**src/rtl/lsu_access_sequencer_if.sv**
```systemverilog
// Word-wide req/ack data memory port driven by the load/store sequencer.
interface lsu_access_sequencer_if #(
  parameter int unsigned ADDR_W = 32
) ();
  localparam int unsigned DATA_W = 32;
  localparam int unsigned BE_W   = DATA_W / 8;

  logic              mem_req;
  logic              mem_we;
  logic [BE_W-1:0]   mem_be;
  logic [ADDR_W-1:0] mem_addr;
  logic [DATA_W-1:0] mem_wdata;
  logic              mem_ack;
  logic [DATA_W-1:0] mem_rdata;

  modport master (
    output mem_req, mem_we, mem_be, mem_addr, mem_wdata,
    input  mem_ack, mem_rdata
  );

  modport slave (
    input  mem_req, mem_we, mem_be, mem_addr, mem_wdata,
    output mem_ack, mem_rdata
  );
endinterface

```
**src/rtl/lsu_access_sequencer.sv**
```systemverilog
// Load/store sequencer: turns decoded byte/half/word memory ops into lane-aligned
// word transfers on a req/ack port and returns an aligned, extended load result.
// Build option LSU_MISALIGN_SPLIT_EN: when defined, accesses crossing a word
// boundary are split into two transfers; when undefined, such accesses and any
// non-naturally-aligned half/word are rejected with err and no memory traffic.
module lsu_access_sequencer #(
  parameter int unsigned ADDR_W = 32
) (
  input  logic                   clk,
  input  logic                   rst,
  input  logic                   req_valid,
  input  logic                   mem_read,
  input  logic [3:0]             mem_write,
  input  logic [1:0]             read_size,
  input  logic                   read_signed,
  input  logic [ADDR_W-1:0]      addr,
  input  logic [31:0]            wdata,
  output logic                   busy,
  output logic                   done,
  output logic                   err,
  output logic [31:0]            rdata,
  lsu_access_sequencer_if.master mem
);

  localparam int unsigned DATA_W = 32;
  localparam int unsigned BE_W   = DATA_W / 8;

  typedef enum logic [1:0] {IDLE, ACC0, ACC1, FIN} state_t;

  state_t            state_q;
  logic              busy_q;
  logic              done_q;
  logic              err_q;
  logic [DATA_W-1:0] rdata_q;
  logic              mem_req_q;
  logic              mem_we_q;
  logic [BE_W-1:0]   mem_be_q;
  logic [ADDR_W-1:0] mem_addr_q;
  logic [DATA_W-1:0] mem_wdata_q;

  // Operation context captured at accept
  logic              is_load_q;
  logic [1:0]        size_q;
  logic              signed_q;
  logic [1:0]        off_q;

  logic              is_store_c;
  logic              accept_c;
  logic              illegal_c;
  logic [1:0]        off_c;
  logic [BE_W-1:0]   rd_pat_c;
  logic [BE_W-1:0]   pat_c;
  logic [2*BE_W-1:0] be64_c;
  logic              split_c;
  logic [ADDR_W-1:0] word0_c;
  logic [DATA_W-1:0] wd_lo_c;
  logic [DATA_W-1:0] shifted_c;
  logic [DATA_W-1:0] ld_ext_c;

`ifdef LSU_MISALIGN_SPLIT_EN
  logic              split_q;
  logic [BE_W-1:0]   be_hi_q;
  logic [DATA_W-1:0] wd_hi_q;
  logic [DATA_W-1:0] lo_q;
  logic [DATA_W-1:0] wd_hi_c;
  logic [DATA_W-1:0] lo_src_c;
  logic [DATA_W-1:0] hi_src_c;
`endif

  // Decode the incoming op: acceptance, legality and lane placement of word 0/1
  always_comb begin
    is_store_c = (mem_write != 4'b0000);
    accept_c   = req_valid && (mem_read || is_store_c);
    off_c      = addr[1:0];
    unique case (read_size)
      2'd0:    rd_pat_c = 4'b0001;
      2'd1:    rd_pat_c = 4'b0011;
      2'd2:    rd_pat_c = 4'b1111;
      default: rd_pat_c = 4'b0000;
    endcase
    pat_c     = mem_read ? rd_pat_c : mem_write;
    be64_c    = {4'b0000, pat_c} << off_c;
    split_c   = (be64_c[7:4] != 4'b0000);
    illegal_c = (mem_read && is_store_c)
             || (is_store_c && !(mem_write inside {4'b0001, 4'b0011, 4'b1111}))
             || (mem_read && (read_size == 2'd3));
`ifdef LSU_MISALIGN_SPLIT_EN
    {wd_hi_c, wd_lo_c} = {32'b0, wdata} << {off_c, 3'b000};
`else
    wd_lo_c   = wdata << {off_c, 3'b000};
    // Without splitting, only naturally aligned accesses are serviceable
    illegal_c = illegal_c || split_c
             || ((pat_c == 4'b0011) && off_c[0])
             || ((pat_c == 4'b1111) && (off_c != 2'b00));
`endif
    word0_c   = {addr[ADDR_W-1:2], 2'b00};
  end

  // Align and extend the load result; the final word is taken straight off the bus
  always_comb begin
`ifdef LSU_MISALIGN_SPLIT_EN
    lo_src_c  = (state_q == ACC0) ? mem.mem_rdata : lo_q;
    hi_src_c  = (state_q == ACC1) ? mem.mem_rdata : 32'b0;
    shifted_c = 32'({hi_src_c, lo_src_c} >> {off_q, 3'b000});
`else
    shifted_c = mem.mem_rdata >> {off_q, 3'b000};
`endif
    unique case (size_q)
      2'd0:    ld_ext_c = {{24{signed_q & shifted_c[7]}}, shifted_c[7:0]};
      2'd1:    ld_ext_c = {{16{signed_q & shifted_c[15]}}, shifted_c[15:0]};
      default: ld_ext_c = shifted_c;
    endcase
  end

  // Sequencer FSM with registered handshake and status outputs
  always_ff @(posedge clk) begin
    if (rst) begin
      state_q     <= IDLE;
      busy_q      <= 1'b0;
      done_q      <= 1'b0;
      err_q       <= 1'b0;
      rdata_q     <= '0;
      mem_req_q   <= 1'b0;
      mem_we_q    <= 1'b0;
      mem_be_q    <= '0;
      mem_addr_q  <= '0;
      mem_wdata_q <= '0;
      is_load_q   <= 1'b0;
      size_q      <= 2'd0;
      signed_q    <= 1'b0;
      off_q       <= 2'd0;
`ifdef LSU_MISALIGN_SPLIT_EN
      split_q     <= 1'b0;
      be_hi_q     <= '0;
      wd_hi_q     <= '0;
      lo_q        <= '0;
`endif
    end else begin
      done_q <= 1'b0;
      err_q  <= 1'b0;
      unique case (state_q)
        IDLE: begin
          if (accept_c) begin
            busy_q    <= 1'b1;
            is_load_q <= mem_read;
            size_q    <= read_size;
            signed_q  <= read_signed;
            off_q     <= off_c;
            if (illegal_c) begin
              state_q <= FIN;
              done_q  <= 1'b1;
              err_q   <= 1'b1;
            end else begin
              state_q     <= ACC0;
              mem_req_q   <= 1'b1;
              mem_we_q    <= is_store_c;
              mem_be_q    <= be64_c[3:0];
              mem_addr_q  <= word0_c;
              mem_wdata_q <= wd_lo_c;
`ifdef LSU_MISALIGN_SPLIT_EN
              split_q     <= split_c;
              be_hi_q     <= be64_c[7:4];
              wd_hi_q     <= wd_hi_c;
`endif
            end
          end
        end
        ACC0: begin
          if (mem.mem_ack) begin
`ifdef LSU_MISALIGN_SPLIT_EN
            if (is_load_q) lo_q <= mem.mem_rdata;
            if (split_q) begin
              state_q     <= ACC1;
              mem_be_q    <= be_hi_q;
              mem_addr_q  <= mem_addr_q + ADDR_W'(4);
              mem_wdata_q <= wd_hi_q;
            end else begin
              state_q   <= FIN;
              mem_req_q <= 1'b0;
              mem_we_q  <= 1'b0;
              done_q    <= 1'b1;
              if (is_load_q) rdata_q <= ld_ext_c;
            end
`else
            state_q   <= FIN;
            mem_req_q <= 1'b0;
            mem_we_q  <= 1'b0;
            done_q    <= 1'b1;
            if (is_load_q) rdata_q <= ld_ext_c;
`endif
          end
        end
        ACC1: begin
`ifdef LSU_MISALIGN_SPLIT_EN
          if (mem.mem_ack) begin
            state_q   <= FIN;
            mem_req_q <= 1'b0;
            mem_we_q  <= 1'b0;
            done_q    <= 1'b1;
            if (is_load_q) rdata_q <= ld_ext_c;
          end
`else
          state_q   <= IDLE;
          busy_q    <= 1'b0;
          mem_req_q <= 1'b0;
`endif
        end
        FIN: begin
          state_q <= IDLE;
          busy_q  <= 1'b0;
        end
        default: begin
          state_q <= IDLE;
          busy_q  <= 1'b0;
        end
      endcase
    end
  end

  assign busy          = busy_q;
  assign done          = done_q;
  assign err           = err_q;
  assign rdata         = rdata_q;
  assign mem.mem_req   = mem_req_q;
  assign mem.mem_we    = mem_we_q;
  assign mem.mem_be    = mem_be_q;
  assign mem.mem_addr  = mem_addr_q;
  assign mem.mem_wdata = mem_wdata_q;

endmodule

```
**src/flat_wrapper.sv**
```systemverilog
// flat-port wrapper written by rule: the top's interface ports become plain ports
module lsu_access_sequencer_flat 
#(
  parameter int unsigned ADDR_W = 32
)
  (clk, rst, req_valid, mem_read, mem_write, read_size, read_signed, addr, wdata, busy, done, err, rdata, mem_mem_req, mem_mem_we, mem_mem_be, mem_mem_addr, mem_mem_wdata, mem_mem_ack, mem_mem_rdata);
  lsu_access_sequencer_if #(.ADDR_W(ADDR_W)) mem_i ();
  input  logic clk;
  input  logic rst;
  input  logic req_valid;
  input  logic mem_read;
  input  logic [3:0] mem_write;
  input  logic [1:0] read_size;
  input  logic read_signed;
  input  logic [ADDR_W-1:0] addr;
  input  logic [31:0] wdata;
  output logic busy;
  output logic done;
  output logic err;
  output logic [31:0] rdata;
  output wire logic [$bits(mem_i.mem_req)-1:0] mem_mem_req;
  output wire logic [$bits(mem_i.mem_we)-1:0] mem_mem_we;
  output wire logic [$bits(mem_i.mem_be)-1:0] mem_mem_be;
  output wire logic [$bits(mem_i.mem_addr)-1:0] mem_mem_addr;
  output wire logic [$bits(mem_i.mem_wdata)-1:0] mem_mem_wdata;
  input wire logic [$bits(mem_i.mem_ack)-1:0] mem_mem_ack;
  input wire logic [$bits(mem_i.mem_rdata)-1:0] mem_mem_rdata;
  assign mem_mem_req = mem_i.mem_req;
  assign mem_mem_we = mem_i.mem_we;
  assign mem_mem_be = mem_i.mem_be;
  assign mem_mem_addr = mem_i.mem_addr;
  assign mem_mem_wdata = mem_i.mem_wdata;
  assign mem_i.mem_ack = mem_mem_ack;
  assign mem_i.mem_rdata = mem_mem_rdata;
  lsu_access_sequencer #(.ADDR_W(ADDR_W)) u_core (.clk(clk), .rst(rst), .req_valid(req_valid), .mem_read(mem_read), .mem_write(mem_write), .read_size(read_size), .read_signed(read_signed), .addr(addr), .wdata(wdata), .busy(busy), .done(done), .err(err), .rdata(rdata), .mem(mem_i));
endmodule
```
**config.mk**
```make
export PLATFORM = sky130hd
export DESIGN_NAME = lsu_access_sequencer_flat
export DESIGN_NICKNAME = d
export VERILOG_FILES = /design/src/rtl/lsu_access_sequencer_if.sv /design/src/rtl/lsu_access_sequencer.sv /design/src/flat_wrapper.sv
export SDC_FILE = /design/constraint.sdc
export NUM_CORES = 1
export LEC_CHECK = 0
export BUFFER_PORTS_ARGS = -buffer_cell sky130_fd_sc_hd__buf_4
export CAP_MARGIN = 20
export CORE_ASPECT_RATIO = 1.75
export CORE_MARGIN = 1.5
export CORE_UTILIZATION = 49
export CTS_BUF_LIST = sky130_fd_sc_hd__clkbuf_4 sky130_fd_sc_hd__clkbuf_8 sky130_fd_sc_hd__clkbuf_16
export DETAILED_ROUTE_END_ITERATION = 8
export PLACE_DENSITY_LB_ADDON = 0.1
export SETUP_SLACK_MARGIN = 0.15
export SYNTH_ARGS = -nofsm -noshare
export SYNTH_HDL_FRONTEND = slang
export SYNTH_SLANG_ARGS = --single-unit
```
**constraint.sdc**
```tcl
create_clock -name clk -period 2.7 [get_ports clk]
set_input_delay 0.135 -clock clk [delete_from_list [all_inputs] [get_ports clk]]
set_output_delay 0.135 -clock clk [all_outputs]
set_load 0.05 [all_outputs]
```
==> results of run 1 <==
[layer usage]
layer	vias to the layer above	routed length, µm
li1	2614	-
met1	2489	5850
met2	174	8650
met3	32	893
met4	0	675
met5	-	0
[power groups by stage]
| stage | Clock [mW] | Sequential, mW | Combinational, mW |
|---|---|---|---|
| after floorplan | 0 | 2.03 | 0.584 |
| after global placement | 0 | 1.83 | 1.17 |
| after detailed placement | 0 | 1.84 | 1.19 |
| after CTS | 1.37 | 1.80 | 1.20 |
| after global routing | 1.43 | 1.81 | 1.31 |
| final | 1.35 | 1.80 | 1.20 |
[cell families (layout without fill, tap and decap cells)]
logic type	count (synthesis)	after routing	synth area share
simple gates	282	282	0.232
compound gates	135	135	0.161
flops	111	111	0.423
buf+inv	61	252	0.0520
mux	54	54	0.112
fa+ha+maj	8	8	0.0191
other cells	1	2	0.000714
[flip-flops by register name (all words and copies together), names as in the netlist]
signal / cells
u_core.mem.mem_we: 1
u_core.signed_q: 1
u_core.mem.mem_wdata: 32
u_core.rdata: 32
u_core.mem.mem_be: 4
u_core.is_load_q: 1
u_core.mem.mem_addr: 30
u_core.state_q: 2
u_core.err: 1
u_core.busy: 1
u_core.off_q: 2
u_core.size_q: 2
u_core.done: 1
u_core.mem.mem_req: 1
[path summary, 6_finish.rpt]
| check | endpoint | slack, ns | cells past startpoint |
|---|---|---|---|
| worst max-delay path | u_core.rdata[15] | 0.57 | 5 |
| worst min-delay path | u_core.mem.mem_wdata[0] | 0.01 | 3 |
| worst max register to register | u_core.rdata[15] | 0.57 | 5 |
| worst min register to register | u_core.mem.mem_wdata[13] | 0.45 | 2 |
[cell usage in the layout (no fill, tap or decap), drive strengths merged]
cell and count:
nor2 56, or2 2, a221oi 9, or4 1
nand2b 3, bufinv 1, o211ai 13, a31oi 2
clkinvlp 1, inv 14, clkinv 2, nand3b 9
o31ai 1, or3 11, o21ai 15, o211a 1
mux4 2, and3 1, mux2 18, a41oi 1
and2 1, o311a 1, nand3 19, nor2b 7
conb 2, a21oi 66, buf 225, dfxtp 111
nand2 155, or4bb 1, and4 1, a31o 1
mux2i 34, ha 8, nor3 15, clkbuf 9
a211oi 25
[cell type report]
class	instances	area (µm²)
Timing Repair Buffer	225	1710
Sequential cell	111	2220
Tap cell	127	159
Clock inverter	7	77.6
Inverter	11	41.3
Clock buffer	9	225
Multi-Input combinational cell	481	2760
Fill cell	870	3160
[through the flow]
| stage | hold slack [ns] | worst slack, ns |
|---|---|---|
| 4_1_cts | 0.00194 | 0.595 |
| 2_1_floorplan | 0.258 | 0.706 |
| 3_3_place_gp | 0.365 | 0.425 |
| 3_5_place_dp | 0.373 | 0.357 |
| 6_report | 0.0115 | 0.572 |
| 5_1_grt | 0.0216 | 0.468 |
[worst reg2reg max path: stages (launching register included)]
cell and delay, ns:
dfxtp_1 0.35, inv_1 0.09, ha_1 0.27, nand3_1 0.39
a31oi_1 0.71, a211oi_1 0.17
==> out/metrics.yaml, run 1 <==
status:
  status: "complete, no violations"
logic_synthesis:
  ys_warn_count: 0
  yosysMostFrequentCell: "nand2_1"
  netlist_area_um2: 5250
  synthDistinctLibCells: 43
  synth_edf_count: 0
  ys_async_sr_fraction: 0
  syn_inst: 652
  yosysSeqAreaShare: 0.423
  synth_area_leaders: "dfxtp_1 (42%), nand2_1 (11%), mux2i_1 (6.5%), a21oi_1 (6.2%), nor2_1 (4.0%)"
  synth_top_area_frac: 0.423
  yosys.area.top_type: "dfxtp_1"
  synth-seq-cells: 111
  synth_ff_type: "dfxtp_1"
  avgSynthCellArea_um2: 8.05
  yosys-top-cells-count: "nand2_1 (155), dfxtp_1 (111), a21oi_1 (65), nor2_1 (56), mux2i_1 (34)"
clocking:
  cts-buffers-inserted: 9
  cts_max_level: 3
  ctsRootBufferMaster: "clkbuf_16"
  cts_buffer_depth: 2
  cts_hold_buf: 0
  cts_setup_buffers: 0
  cts_tree: "yes"
  clk_latency_ns: 0.35
  clk_pin_slew_ns: 0.08
  cts_resized: 0
  clkSinkCount: 111
pwr:
  p_int_mw: 2.92
  power.density_nw_per_um2: 604
  netSwitchingFraction: 0.329
  pwr-share-seq: 0.414
  clkPwrFrac: 0.310
  power_switching_mw: 1.43
  peakVddDrop_v: 0.000403
  finalPower_mw: 4.35
  combPwrFrac: 0.276
  leakage_nw: 3.06
route:
  ant_nets: 0
  wl_um: 16100
  vias: 5309
  drt-initial-drc-count: 204
  post-route-drc-count: 0
  vias_per_cell: 5.47
  post_drt_wl_per_cell_um: 16.6
  firstDrtPassIters: 4
placed_design:
  dp_hpwl_um: 12100
  dp.cells: 955
  place_area_um2: 6900
  io_buffers: 210
  gp_congestion: 0.871
global_route:
  grt.total_usage: 0.282
  grt_max_degree: 75
  grtUsageMet2: 0.508
  use_met1: 0.298
  grt_first_pass_wirelength_um: 25000
  overflow: 0
  grt_pass1_vias: 5201
  antenna_found_initial: 0
  top_usage_layer: "met2"
  grt_use_met3: 0.0632
finish:
  syn_to_final_growth_pct: 37.2
  final_util: 0.695
  final_area_um2: 7200
  drive_gt1_frac: 0.319
  final_nets: 955
  instances_no_fill: 971
  num_antenna_cells: 0
sta:
  finalSetupViolations: 0
  worstMarginPinSlew_ns: 1.08
  hold_viol: 0
  fin_crit_sh: 0.788
  maxSlewViolCount: 0
  fin_crit_ns: 2.13
  setup-tns-final_ns: 0
  relSlewSlack: 0.277
  finClkSkew_ns: 0.00546
  rsz0062_at_grt: "no"
  fmax_ghz: 0.470
worst_setup_path:
  endpoint_kind: "register"
  crit_chain: "inv_1 -> ha_1 -> nand3_1 -> a31oi_1 -> a211oi_1"
  startpoint_type: "register"
  slowest_stage: "a31oi_1"
  crit_path_start: "u_core.state_q[1]"
  critPathRequiredTime_ns: 2.90
  worstSetupPathType: "reg2reg"
  cpLargestDelayFamily: "compound AO/OA/AOI/OAI gates"
  worst_ep_arrival_time_ns: 2.32
  r2r_start: "u_core.state_q[1]"
  crit_fanout: 10
  slowest_delay_ns: 0.71
  crit_buf_inv: 1
floorplan:
  rows: 49
  die-area_um2: 11400
  ios: 213
  start_util: 0.507
  die_h_um: 140
  die_w_um: 81.2
  core_um2: 10400
worst_hold_path:
  hp-class: "in2reg"
  hold_start: "wdata[0]"
flow_run:
  drv_cap: 0
Power figures use the tool's default switching activity.
==> run 2, diff against run 1 <==
==> constraint.sdc (replaced) <==
create_clock -name clk -period 2.09 [get_ports clk]
set_input_delay 0.1045 -clock clk [delete_from_list [all_inputs] [get_ports clk]]
set_output_delay 0.1045 -clock clk [all_outputs]
set_load 0.05 [all_outputs]
==> out/metrics.yaml, run 2 (same netlist as run 1, synthesis figures left out) <==
finish:
  multi_input_comb_area_um2: 2840  # +2.9%
  final_nets: 997  # +4.4%
  final_common_cell: "buf_4"
  num_antenna_cells: 0  # unchanged
  syn_to_final_growth_pct: 46.5
  drive_gt1_frac: 0.339  # +0.0199
  seq_area_um2: 2230  # +0.23%
  final_util: 0.742  # +0.0471
  layout_common_cells: "buf_4 (237), nand2_1 (155), dfxtp_1 (109)"
  num-fill-cells: 793  # -8.9%
worst_hold_path:
  hp-class: "in2reg"
  holdPathStages: 3  # unchanged
  holdPathEnd: "u_core.mem.mem_addr[7]"
  hold_start: "addr[7]"
route:
  post-route-drc-count: 0  # unchanged
  vias: 5566  # +4.8%
  firstDrtPassIters: 5  # +1
  wl_um: 16800  # +4.7%
  drt-initial-drc-count: 267  # +31%
  post_drt_wl_per_cell_um: 16.6  # +0.39%
  vias_per_cell: 5.49  # +0.49%
  ant_nets: 0  # unchanged
sta:
  hold_viol: 0  # unchanged
  maxSlewViolCount: 0  # unchanged
  finClkSkew_ns: 0.00674  # +0.00129 ns
  fin_crit_sh: 0.908  # +0.120
  fin_crit_ns: 1.90  # -0.230 ns
  worst_slack_ns: 0.193  # -0.380 ns
  finalSetupViolations: 0  # unchanged
  worstMarginPinSlew_ns: 1.06  # -0.0111 ns
  fmax_ghz: 0.527  # +12%
  rsz0062_at_grt: "no"
  relSlewSlack: 0.285  # +0.00742
status:
  status: "complete, no violations"
clocking:
  ctsRootBufferMaster: "clkbuf_16"
  cts_tree: "yes"
  clk_latency_ns: 0.35  # about the same
  cts_max_level: 3  # unchanged
  cts-buffers-inserted: 9  # unchanged
  clk_pin_slew_ns: 0.08  # about the same
  cts_buffer_depth: 2  # unchanged
  clkSinkCount: 111  # unchanged
worst_setup_path:
  crit_fanout: 7  # -3
  startpoint_type: "register"
  critPathRequiredTime_ns: 2.37  # -0.53 ns
  reg2regPathDepth: 6  # +1
  crit_chain: "inv_2 -> ha_4 -> o211ai_1 -> or3_4 -> or3_1 -> a21oi_1"
  slowest_delay_ns: 0.50  # -0.21 ns
  r2r-end: "u_core.mem.mem_wdata[10]"
  r2r_start: "u_core.state_q[0]"
  worstSetupPathType: "reg2reg"
  cpLargestDelayFamily: "simple AND/OR/NAND/NOR gates"
  crit_buf_inv: 1  # unchanged
  worst_ep_arrival_time_ns: 2.17  # -0.15 ns
  endpoint_kind: "register"
  reg2reg_setup_slack_ns: 0.19  # -0.38 ns
  slowest_stage: "or3_4"
placed_design:
  io_buffers: 210  # unchanged
  dp_hpwl_um: 12300  # +1.2%
  place_worst_setup_slack_ns: -0.0449  # -0.402 ns
  gp_congestion: 0.834  # -4.2%
floorplan:
  die_w_um: 81.2  # unchanged
  core_um2: 10400  # unchanged
  start_util: 0.507  # unchanged
  ios: 213  # unchanged
  die-area_um2: 11400  # unchanged
  die_h_um: 140  # unchanged
  rows: 49  # unchanged
global_route:
  grt_pass1_vias: 5433  # +4.5%
  grt_first_pass_wirelength_um: 25300  # +1.4%
  antenna_found_initial: 0  # unchanged
  grt.total_usage: 0.287  # +0.00511
  overflow: 0  # unchanged
  grt_max_degree: 46  # -39%
pwr:
  peakVddDrop_v: 0.000518  # +29%
  power.density_nw_per_um2: 754  # +25%
  finalPower_mw: 5.80  # +33%
  leakage_nw: 3.27  # +7.1%
flow_run:
  drv_cap: 0  # unchanged
[run 2: cell count changes in the layout (fill, tap and decap cells not counted), moves of 2 or more]
cell	change
dfxtp_1	-2
inv_2	+2
inv_1	-2
buf_12	+2
or3_4	+4
a221oi_1	-4
dlygate4sd3_1	+23
a221oi_2	+4
or3_1	-2
buf_4	+14
[run 2: metrics by stage]
step                      hold slack (ns)  cells  setup TNS (ns)  cell area (µm²)
after CTS                        0.000304   1008               0             7570
after detailed placement            0.343    969          -0.190             7030
after floorplan                     0.227    653               0             5260
after global routing              0.00624   1013               0             7690
after global placement              0.334    969        -0.00195             7030
final                             0.00272   1013               0             7690
[run 2: routing by layer]
metal  track usage  vias up  wire length, µm
met5             0        -                0
met4         0.178        0              893
met3        0.0664       46             1120
met2         0.522      240             9070
met1         0.281     2585             5750
li1              -     2695                -
[run 2: what timing repair did]
action | CTS | global route
hold buffers | 22 | 1
pin swaps | 0 | 6
resized for setup | 1 | 16
endpoints found under the setup margin | 5 | 58
hold endpoints to repair | 22 | 1
buffers inserted | 0 | 2
cloned | 1 | 2
[run 2: how the worst max path moves through the flow]
stage / cells past startpoint / end / startpoint / slack, ns
after detailed placement: 9 / u_core.mem.mem_wdata[10] / read_size[0] / -0.04
after floorplan: 8 / u_core.rdata[21] / u_core.off_q[0] / 0.17
after CTS: 6 / u_core.mem.mem_wdata[10] / u_core.state_q[0] / 0.15
final: 6 / u_core.mem.mem_wdata[10] / u_core.state_q[0] / 0.19
after global routing: 10 / u_core.mem.mem_req / read_size[0] / 0.14
after global placement: 9 / u_core.mem.mem_wdata[8] / read_size[0] / -0.002
[run 2: layout make-up]
class / instances / share of cell area
clock buffers: 10 / 0.0303
clock inverters: 6 / 0.00944
inverters: 11 / 0.00537
multi-input cells: 483 / 0.370
flip-flops and latches: 111 / 0.290
well taps: 127 / 0.0207
repair buffers: 265 / 0.275
[run 2: worst register-to-register path: stages, from the launching register on]
cell and delay (ns):
dfxtp_4 0.36, inv_2 0.08, ha_4 0.15, o211ai_1 0.18
or3_4 0.50, or3_1 0.39, a21oi_1 0.16
[run 2: power by group]
part,total [mW],switching [mW],internal [mW],leakage [nW]
clock network,1.76,0.801,0.961,0.148
registers,2.33,0.0851,2.24,0.898
logic,1.71,1.03,0.688,2.23
==> run 3, diff against run 2 <==
--- a/config.mk
+++ b/config.mk
@@ -12,7 +12,7 @@
 export CORE_UTILIZATION = 49
 export CTS_BUF_LIST = sky130_fd_sc_hd__clkbuf_4 sky130_fd_sc_hd__clkbuf_8 sky130_fd_sc_hd__clkbuf_16
 export DETAILED_ROUTE_END_ITERATION = 8
-export PLACE_DENSITY_LB_ADDON = 0.1
+export PLACE_DENSITY = 0.87
 export SETUP_SLACK_MARGIN = 0.15
 export SYNTH_ARGS = -nofsm -noshare
 export SYNTH_HDL_FRONTEND = slang
==> out/metrics.yaml, run 3 (same netlist as run 1, synthesis figures left out) <==
status:
  status: "complete, no violations"
global_route:
  grt_first_pass_wirelength_um: 26200  # +3.5%
  grt_max_degree: 59  # +28%
  grt_pass1_vias: 5431  # -0.037%
  overflow: 0  # unchanged
  grt.total_usage: 0.297  # +0.00905
  antenna_found_initial: 0  # unchanged
placed_design:
  gp_congestion: 0.868  # +4.0%
  io_buffers: 210  # unchanged
  place_worst_setup_slack_ns: -0.123  # -0.0780 ns
  dp_hpwl_um: 12500  # +1.9%
pwr:
  peakVddDrop_v: 0.000499  # -3.6%
  leakage_nw: 3.23  # -1.5%
  finalPower_mw: 5.64  # -2.8%
  power.density_nw_per_um2: 746  # -1.1%
route:
  wl_um: 17700  # +5.3%
  drt-initial-drc-count: 396  # +48%
  post_drt_wl_per_cell_um: 17.5  # +5.5%
  vias: 5761  # +3.5%
  ant_nets: 0  # unchanged
  vias_per_cell: 5.70  # +3.7%
  post-route-drc-count: 0  # unchanged
  firstDrtPassIters: 5  # unchanged
finish:
  final_common_cell: "buf_4"
  final_nets: 995  # -0.20%
  syn_to_final_growth_pct: 44.0
  drive_gt1_frac: 0.331  # -0.00715
  final_util: 0.730  # -0.0128
  layout_common_cells: "buf_4 (238), nand2_1 (155), dfxtp_1 (110)"
  num_antenna_cells: 0  # unchanged
  num-fill-cells: 756  # -4.7%
sta:
  setup-tns-final_ns: 0  # unchanged
  worst_slack_ns: 0.137  # -0.0555 ns
  relSlewSlack: 0.594  # +0.309
  hold_viol: 0  # unchanged
  worstMarginPinSlew_ns: 0.603  # -0.462 ns
  maxSlewViolCount: 0  # unchanged
  rsz0062_at_grt: "yes"
  finClkSkew_ns: 0.00635  # -0.000395 ns
  fmax_ghz: 0.512  # -2.8%
  finalSetupViolations: 0  # unchanged
  fin_worst_hold_slack_ns: 0.0120  # +0.00932 ns
  fin_crit_ns: 1.95  # +0.0555 ns
  fin_crit_sh: 0.934  # +0.0266
floorplan:
  die_h_um: 140  # unchanged
  die_w_um: 81.2  # unchanged
  start_util: 0.507  # unchanged
  die-area_um2: 11400  # unchanged
  ios: 213  # unchanged
  rows: 49  # unchanged
  core_um2: 10400  # unchanged
clocking:
  cts_max_level: 3  # unchanged
  clk_latency_ns: 0.34  # about the same
  cts-buffers-inserted: 9  # unchanged
  cts_buffer_depth: 2  # unchanged
  clk_pin_slew_ns: 0.08  # about the same
  ctsRootBufferMaster: "clkbuf_16"
  cts_tree: "yes"
  clkSinkCount: 111  # unchanged
worst_setup_path:
  crit_path_start: "u_core.state_q[0]"
  endpoint_kind: "register"
  worstSetupEndpoint: "u_core.mem.mem_wdata[18]"
  r2r_start: "u_core.state_q[0]"
  worst_ep_arrival_time_ns: 2.22  # +0.05 ns
  reg2reg_setup_slack_ns: 0.14  # -0.06 ns
  crit_fanout: 29  # +22
  reg2regPathDepth: 9  # +3
  startpoint_type: "register"
  r2r-end: "u_core.mem.mem_wdata[18]"
  worstSetupPathType: "reg2reg"
  critPathRequiredTime_ns: 2.36  # about the same
flow_run:
  drv_cap: 0  # unchanged
worst_hold_path:
  hp-class: "in2reg"
[run 3: worst min-delay path by stage]
stage	startpoint	to	slack (ns)	depth (start not counted)
finish	addr[19]	u_core.mem.mem_addr[19]	0.01	3
global route	addr[15]	u_core.mem.mem_addr[15]	0.004	3
CTS	addr[18]	u_core.mem.mem_addr[18]	0.0009	3
detailed placement	wdata[7]	u_core.mem.mem_wdata[7]	0.34	3
global placement	wdata[7]	u_core.mem.mem_wdata[7]	0.33	3
floorplan	wdata[0]	u_core.mem.mem_wdata[0]	0.23	2
[run 3: repair_timing]
| action | 4_1_cts | 5_1_grt |
|---|---|---|
| hold endpoints to repair | 20 | 0 |
| resized for setup | 0 | 11 |
| hold buffers | 20 | 0 |
| setup buffers | 0 | 1 |
| setup endpoints to repair | 14 | 46 |
| pin swaps | 1 | 3 |
| gates cloned | 0 | 5 |
[run 3: power by group]
part | leakage, nW | internal, mW | total [mW] | switching [mW]
registers | 0.898 | 2.23 | 2.32 | 0.0865
clock network | 0.138 | 0.824 | 1.63 | 0.802
logic | 2.19 | 0.670 | 1.69 | 1.02
total | 3.23 | 3.73 | 5.64 | 1.91
[run 3: final cells by class]
cell class	count	area, µm²	share of cell area
multi-input cells	484	2810	0.371
inverters	11	41.3	0.00546
clock inverters	7	55.1	0.00728
flip-flops and latches	111	2220	0.294
well taps	127	159	0.0210
clock buffers	9	225	0.0298
repair buffers	262	2050	0.271
[run 3: metrics by stage]
stage | cell area, µm² | std cells
final | 7560 | 1011
after CTS | 7470 | 1004
after detailed placement | 6990 | 968
after floorplan | 5260 | 653
after global routing | 7560 | 1011
after global placement | 6990 | 968
[run 3: routing by layer]
metal | up-vias | share of wire | global-route usage
met2 | 318 | 0.54 | 0.546
met5 | - | 0 | 0
met4 | 0 | 0.038 | 0.146
li1 | 2691 | - | -
met1 | 2694 | 0.34 | 0.310
met3 | 58 | 0.073 | 0.0528
[run 3: worst max-delay path, cell delays in order, from the launching register on]
cell,delay [ns]
dfxtp_1,0.35
inv_2,0.08
ha_2,0.18
o211ai_1,0.20
buf_4,0.27
nor3_4,0.18
buf_4,0.19
buf_12,0.18
nor2_1,0.06
nor3_1,0.16
